## config.mk

```make
export PLATFORM = sky130hd
export DESIGN_NAME = qspi_ahb_slave_ctrl
export DESIGN_NICKNAME = d
export VERILOG_FILES = /design/src/rtl/qspi_ahb_slave_ctrl.sv
export SDC_FILE = /design/constraint.sdc
export NUM_CORES = 1
export LEC_CHECK = 0
export BUFFER_PORTS_ARGS = -buffer_cell sky130_fd_sc_hd__buf_2
export CORE_ASPECT_RATIO = 1.2
export CORE_MARGIN = 10
export CORE_UTILIZATION = 50
export DETAILED_ROUTE_END_ITERATION = 10
export GPL_TIMING_DRIVEN = 0
export PLACE_DENSITY = 0.73
export SKIP_LAST_GASP = 1
export SLEW_MARGIN = 5
export SYNTH_ARGS = -nofsm -noshare
export SYNTH_HDL_FRONTEND = slang
export SYNTH_SLANG_ARGS = --single-unit
```

## constraint.sdc

```tcl
create_clock -name h_clk -period 4.3 [get_ports h_clk]
set_input_delay 0.645 -clock h_clk [delete_from_list [all_inputs] [get_ports h_clk]]
set_output_delay 0.645 -clock h_clk [all_outputs]
set_load 0.05 [all_outputs]
```

## src/rtl/qspi_ahb_slave_ctrl.sv

```systemverilog
// AHB-side sequencing FSM for the QSPI slave: HREADY, capture strobes, buffer strobes, engine start/abort.
// Latency: XIP read = 1 request cycle + buffer wait + 1 data cycle; abort/timeout pulses are registered (one cycle after the decision).
// Backpressure: h_ready low while a flash read is outstanding or an indirect push is blocked by a full write buffer.
module qspi_ahb_slave_ctrl #(
    parameter int TIMEOUT_CYC = 1024,
    parameter int CNT_W       = 5
) (
    input  logic       h_clk,
    input  logic       h_rstn,
    input  logic [2:0] h_burst,
    input  logic       non_seq_in,
    input  logic       seq_in,
    input  logic       idle_in,
    input  logic       busy_in,
    input  logic       enter_xip_mode_in,
    input  logic       enter_indrct_in,
    input  logic       indrct_wr_in,
    input  logic       tx_data_valid_in,
    input  logic       rd_buf_empty_in,
    input  logic       wr_buf_full_in,
    input  logic       indrct_done_in,
    output logic       h_ready,
    output logic       load_h_addr,
    output logic       load_h_burst,
    output logic       wr_rx_reg_out,
    output logic       rd_buf_rd_en,
    output logic       wr_buf_wr_en,
    output logic       xip_start_out,
    output logic       xip_abort_out,
    output logic       indrct_start_out,
    output logic       timeout_err
);

    localparam int TIMER_W = (TIMEOUT_CYC > 1) ? $clog2(TIMEOUT_CYC) : 1;
    localparam logic [TIMER_W-1:0] TMO_LAST = TIMER_W'(TIMEOUT_CYC - 1);
    localparam logic [2:0] HB_INCR = 3'd1;

    typedef enum logic [2:0] {
        S_IDLE,
        S_XIP_REQ,
        S_XIP_WAIT,
        S_XIP_DATA,
        S_XIP_BUSY,
        S_IND_START,
        S_IND_RUN
    } state_t;

    state_t             state_q, state_d;
    logic [2:0]         burst_q, burst_d;
    logic [CNT_W-1:0]   beats_q, beats_d;
    logic [TIMER_W-1:0] timer_q, timer_d;
    logic               indrct_prev_q, indrct_prev_d;
    logic               push_pend_q, push_pend_d;
    logic               done_seen_q, done_seen_d;
    logic               xip_abort_q, xip_abort_d;
    logic               timeout_err_q, timeout_err_d;

    logic               push_want;
    logic               push_stall;

    function automatic logic [CNT_W-1:0] burst_beats(input logic [2:0] b);
        case (b)
            3'd2, 3'd3: burst_beats = CNT_W'(4);
            3'd4, 3'd5: burst_beats = CNT_W'(8);
            3'd6, 3'd7: burst_beats = CNT_W'(16);
            default:    burst_beats = CNT_W'(1);
        endcase
    endfunction

    // A push is owed either from a fresh TX write or from one parked behind a full buffer.
    assign push_want  = push_pend_q | (indrct_wr_in & tx_data_valid_in);
    assign push_stall = push_want & wr_buf_full_in;

    assign xip_abort_out = xip_abort_q;
    assign timeout_err   = timeout_err_q;

    always_comb begin
        state_d          = state_q;
        burst_d          = burst_q;
        beats_d          = beats_q;
        timer_d          = '0;
        indrct_prev_d    = enter_indrct_in;
        push_pend_d      = push_pend_q;
        done_seen_d      = done_seen_q;
        xip_abort_d      = 1'b0;
        timeout_err_d    = 1'b0;
        h_ready          = 1'b1;
        load_h_addr      = 1'b0;
        load_h_burst     = 1'b0;
        wr_rx_reg_out    = 1'b0;
        rd_buf_rd_en     = 1'b0;
        wr_buf_wr_en     = 1'b0;
        xip_start_out    = 1'b0;
        indrct_start_out = 1'b0;

        case (state_q)
            S_IDLE: begin
                beats_d     = '0;
                push_pend_d = 1'b0;
                done_seen_d = 1'b0;
                if (enter_xip_mode_in) begin
                    load_h_addr  = 1'b1;
                    load_h_burst = 1'b1;
                    burst_d      = h_burst;
                    state_d      = S_XIP_REQ;
                end else if (enter_indrct_in && !indrct_prev_q) begin
                    state_d = S_IND_START;
                end
            end

            S_XIP_REQ: begin
                h_ready       = 1'b0;
                xip_start_out = 1'b1;
                beats_d       = burst_beats(burst_q);
                state_d       = S_XIP_WAIT;
            end

            S_XIP_WAIT: begin
                h_ready = 1'b0;
                if (!rd_buf_empty_in) begin
                    rd_buf_rd_en = 1'b1;
                    state_d      = S_XIP_DATA;
                end else if (timer_q == TMO_LAST) begin
                    xip_abort_d   = 1'b1;
                    timeout_err_d = 1'b1;
                    state_d       = S_IDLE;
                end else begin
                    timer_d = timer_q + TIMER_W'(1);
                end
            end

            S_XIP_DATA: begin
                if (beats_q == CNT_W'(1)) begin
                    // Undefined-length INCR keeps streaming one beat at a time while SEQ continues.
                    if (burst_q == HB_INCR && seq_in) begin
                        state_d = S_XIP_WAIT;
                    end else begin
                        beats_d = '0;
                        state_d = S_IDLE;
                    end
                end else begin
                    beats_d = beats_q - CNT_W'(1);
                    if (seq_in) begin
                        state_d = S_XIP_WAIT;
                    end else if (busy_in) begin
                        state_d = S_XIP_BUSY;
                    end else begin
                        xip_abort_d = 1'b1;
                        state_d     = S_IDLE;
                    end
                end
            end

            S_XIP_BUSY: begin
                if (idle_in || non_seq_in) begin
                    xip_abort_d = 1'b1;
                    state_d     = S_IDLE;
                end else if (seq_in) begin
                    state_d = S_XIP_WAIT;
                end
            end

            S_IND_START: begin
                indrct_start_out = 1'b1;
                state_d          = S_IND_RUN;
            end

            S_IND_RUN: begin
                if (push_stall) begin
                    h_ready     = 1'b0;
                    push_pend_d = 1'b1;
                end else if (push_want) begin
                    wr_buf_wr_en = 1'b1;
                    push_pend_d  = 1'b0;
                end
                if (!indrct_wr_in && !rd_buf_empty_in) begin
                    rd_buf_rd_en  = 1'b1;
                    wr_rx_reg_out = 1'b1;
                end
                // Leaving with a push still parked would drop TX data, so remember done until it drains.
                if (indrct_done_in || done_seen_q) begin
                    if (push_stall) begin
                        done_seen_d = 1'b1;
                    end else begin
                        state_d = S_IDLE;
                    end
                end
            end

            default: state_d = S_IDLE;
        endcase
    end

    always_ff @(posedge h_clk or negedge h_rstn) begin
        if (!h_rstn) begin
            state_q       <= S_IDLE;
            burst_q       <= '0;
            beats_q       <= '0;
            timer_q       <= '0;
            indrct_prev_q <= 1'b0;
            push_pend_q   <= 1'b0;
            done_seen_q   <= 1'b0;
            xip_abort_q   <= 1'b0;
            timeout_err_q <= 1'b0;
        end else begin
            state_q       <= state_d;
            burst_q       <= burst_d;
            beats_q       <= beats_d;
            timer_q       <= timer_d;
            indrct_prev_q <= indrct_prev_d;
            push_pend_q   <= push_pend_d;
            done_seen_q   <= done_seen_d;
            xip_abort_q   <= xip_abort_d;
            timeout_err_q <= timeout_err_d;
        end
    end

endmodule

```

==> flow_metrics.tcl <==
set metrics [dict create \
    routability_congestion 0.838 \
    synthMostInstantiatedCell "sky130_fd_sc_hd__dfrtp_1" \
    regToRegEndpoint "beats_q[1]" \
    antenna_cells_inserted 0 \
    synthesis_stage_register_bit_count 26 \
    vias_post_dr 1265 \
    drt_drc_violations_left 0 \
    floorplan.rows 21 \
    r2r_cells 6 \
    max-slew-margin-rel_pct 60.5 \
    endpoint_kind "output pin" \
    clock_skew_ns 0.0142 \
    grt_pass1_wl_mm 5.55 \
    crit_arrival_ns 2.20 \
    synth.top_cells.by_area "sky130_fd_sc_hd__dfrtp_1 (44%), sky130_fd_sc_hd__nor2_1 (4.8%), sky130_fd_sc_hd__a21oi_1 (3.4%), sky130_fd_sc_hd__nor3_1 (3.1%), sky130_fd_sc_hd__xor2_1 (3.0%)" \
    synth_cells 153 \
    route.detailed.vias_per_inst 5.86 \
    drt_pass1_iterations 4 \
    synth_largest_type_area_fraction_pct 44.1 \
    critical_path.max_stage_delay_ns 0.38 \
    timing.hold.worst.class "in -> async" \
    r2r-start "beats_q[1]" \
    fin_setup_tns_ns 0 \
    clock-sinks 26 \
    antenna_left 0 \
    die-area_um2 5540 \
    synth_enable_flop_cells 0 \
    ys_warn_count 0 \
    clock_path_buffers 2 \
    status "finished, final reports clean" \
    drt_wl_total_mm 3.46 \
    tightestPinTransition_ns 0.593 \
    post-route-min-period_ns 2.85 \
    critical_path_launch_point "state_q[1]" \
    power.density_cell_area_nw_per_um2 598 \
    die_x_um 69.6 \
    synth_seq_area_share_pct 44.1 \
    port_buf_inserts 25 \
    tritoncts.num_buffers 3 \
    detailed_place_hpwl_mm 2.66 \
    syn-cell-area_um2 1480 \
    io_pins 26 \
    area_growth_syn_to_layout_pct 13.8 \
    number_of_max_cap_violations 0 \
    synth_top_cells_by_count "sky130_fd_sc_hd__dfrtp_1 (26), sky130_fd_sc_hd__nor2_1 (19), sky130_fd_sc_hd__a21oi_1 (10)" \
    post_cts_resized 0 \
    post-route-period-util_pct 66.2 \
    pre_cts_slack_ns 1.80 \
    average_wire_per_cell_in_the_routed_design_um 16.0 \
    grt_setup_unrepaired "false" \
    power.leakage_nw 0.770 \
    setup.worst_path.class "reg -> out" \
    ctsHoldBuffers 0 \
    synthDominantAreaCellType "sky130_fd_sc_hd__dfrtp_1" \
    crit_top_cell "sky130_fd_sc_hd__clkbuf_1" \
    number_of_hold_violations_in_the_final_report 0 \
    core_um2 2810 \
    syn-mean-instance-area_um2 9.65 \
    nNetsFinal 202 \
    vdd_ir_drop_max_uv 300 \
    post_route_cells_drive_above_1_share_pct 23.1 \
    grt_antenna_before_repair 0 \
    ys_async_sr_fraction_pct 100 \
    timing.critical_path.from_type "register" \
    largest_net_degree_at_the_start_of_global_routing 27 \
    chipHeight_um 79.5 \
    cell_variety_after_synth 49 \
    cp_cell_sequence "clkbuf_1, or2_2, clkbuf_1, nor3b_2, buf_4, buf_2" \
    cp-endpoint "load_h_burst" \
    grt-ovfl-total 0 \
    syn-num-nets 172 \
    first_global_vias 1251 \
    start_util_pct 52.5 \
    clock_insertion_delay_worst_skew_ns 0.33 \
    cts.clk_slew.worst_paths_ns 0.15 \
    cts_setup_buffers 0 \
    timing.final.setup_violations 0 \
    final_report_max_slew_violation_count 0 \
    critPathSlowestCell "sky130_fd_sc_hd__dfrtp_1" \
    max_clock_freq_mhz 351 \
    layout_setup_ws_ns 1.45 \
    first_iter_violations 57 \
    cts.htree.levels 1 \
    reg2reg_slack_ns 2.22 \
    cts_tree "yes" \
    critical_path_peak_fanout 10 \
    synth_flop_cell "sky130_fd_sc_hd__dfrtp_1" \
    cts.root.buffer_cell "sky130_fd_sc_hd__clkbuf_4" \
    required_ns 3.65 \
    grt_usage_pct 11.7 \
]
## metal layers
metal,vias up,track usage [%],part of all wire [%]
li1,623,-,-
met1,617,12.5,39
met2,19,22.4,56
met3,6,1.99,3.5
met4,0,4.23,1.5
met5,-,0,0
## cells by family after synthesis
logic type | count (synthesis) | synth area share [%]
AO/OA/AOI/OAI | 32 | 15.8
XOR/XNOR | 9 | 5.34
adder cells (fa/ha/maj) | 3 | 2.54
buffers and inverters | 11 | 3.13
flip-flops | 26 | 44.1
multiplexers | 4 | 3.30
AND/OR/NAND/NOR | 68 | 25.8
## cell type report
type / instances / area [um^2]
multi-input cells: 116 / 779
plain buffers: 6 / 27.5
flip-flops and latches: 26 / 651
clock buffers: 4 / 36.3
fillers: 238 / 1130
well taps: 34 / 42.5
repair buffers: 25 / 125
inverters: 5 / 18.8
## worst min-delay path by stage
stage	depth (start not counted)	endpoint	slack [ns]
after floorplan	0	beats_q[0]	0.35
after global placement	1	timer_q[0]	0.47
after detailed placement	1	timer_q[0]	0.47
after CTS	1	beats_q[1]	0.30
after global routing	1	push_pend_q	0.32
final	1	push_pend_q	0.29
## registers in the layout (all words and copies together), names as in the netlist
register,cells
timer_q,10
state_q,3
beats_q,5
push_pend_q,1
indrct_prev_q,1
done_seen_q,1
timeout_err,1
burst_q,3
xip_abort_out,1
## through the flow
step	power (mW)	hold WS (ns)	instance area [um^2]	utilization (%)	instances
6_report	1.00	0.290	1680	59.8	216
5_1_grt	1.07	0.319	1680	59.8	216
4_1_cts	1.01	0.300	1680	59.8	216
3_5_place_dp	0.886	0.475	1640	58.5	212
3_3_place_gp	0.866	0.475	1640	58.5	212
2_1_floorplan	0.760	0.349	1480	-	153
## cells in the final DEF (no fill, tap or decap), drive strengths merged, types with 2 or more instances in the layout
cell type  synthesis  layout
dfrtp             26      26
clkbuf             3       7
nand4              2       2
or3                2       2
inv                4       4
xnor2              4       4
o21ai              5       5
nor3               9       9
a21oi             10      10
mux2               4       4
ha                 3       3
nor4               4       4
xor2               5       5
nand2b             3       3
nor2b              2       2
buf                3      28
nor3b              4       4
nand3              5       5
and4               2       2
a211o              5       5
nor2              19      19
nand2              7       7
## power breakdown
group          switching [mW]  internal [mW]
Combinational           0.323          0.196
Clock                  0.0730         0.0518
Sequential             0.0610          0.301
## worst max-delay path, delay by kind of cell (launching register included)
family | cells | cell delay, ns
flip-flops | 1 | 0.38
AND/OR/NAND/NOR | 2 | 0.70
buffers and inverters | 4 | 0.81
No activity file was read; power rests on OpenSTA's default activity.
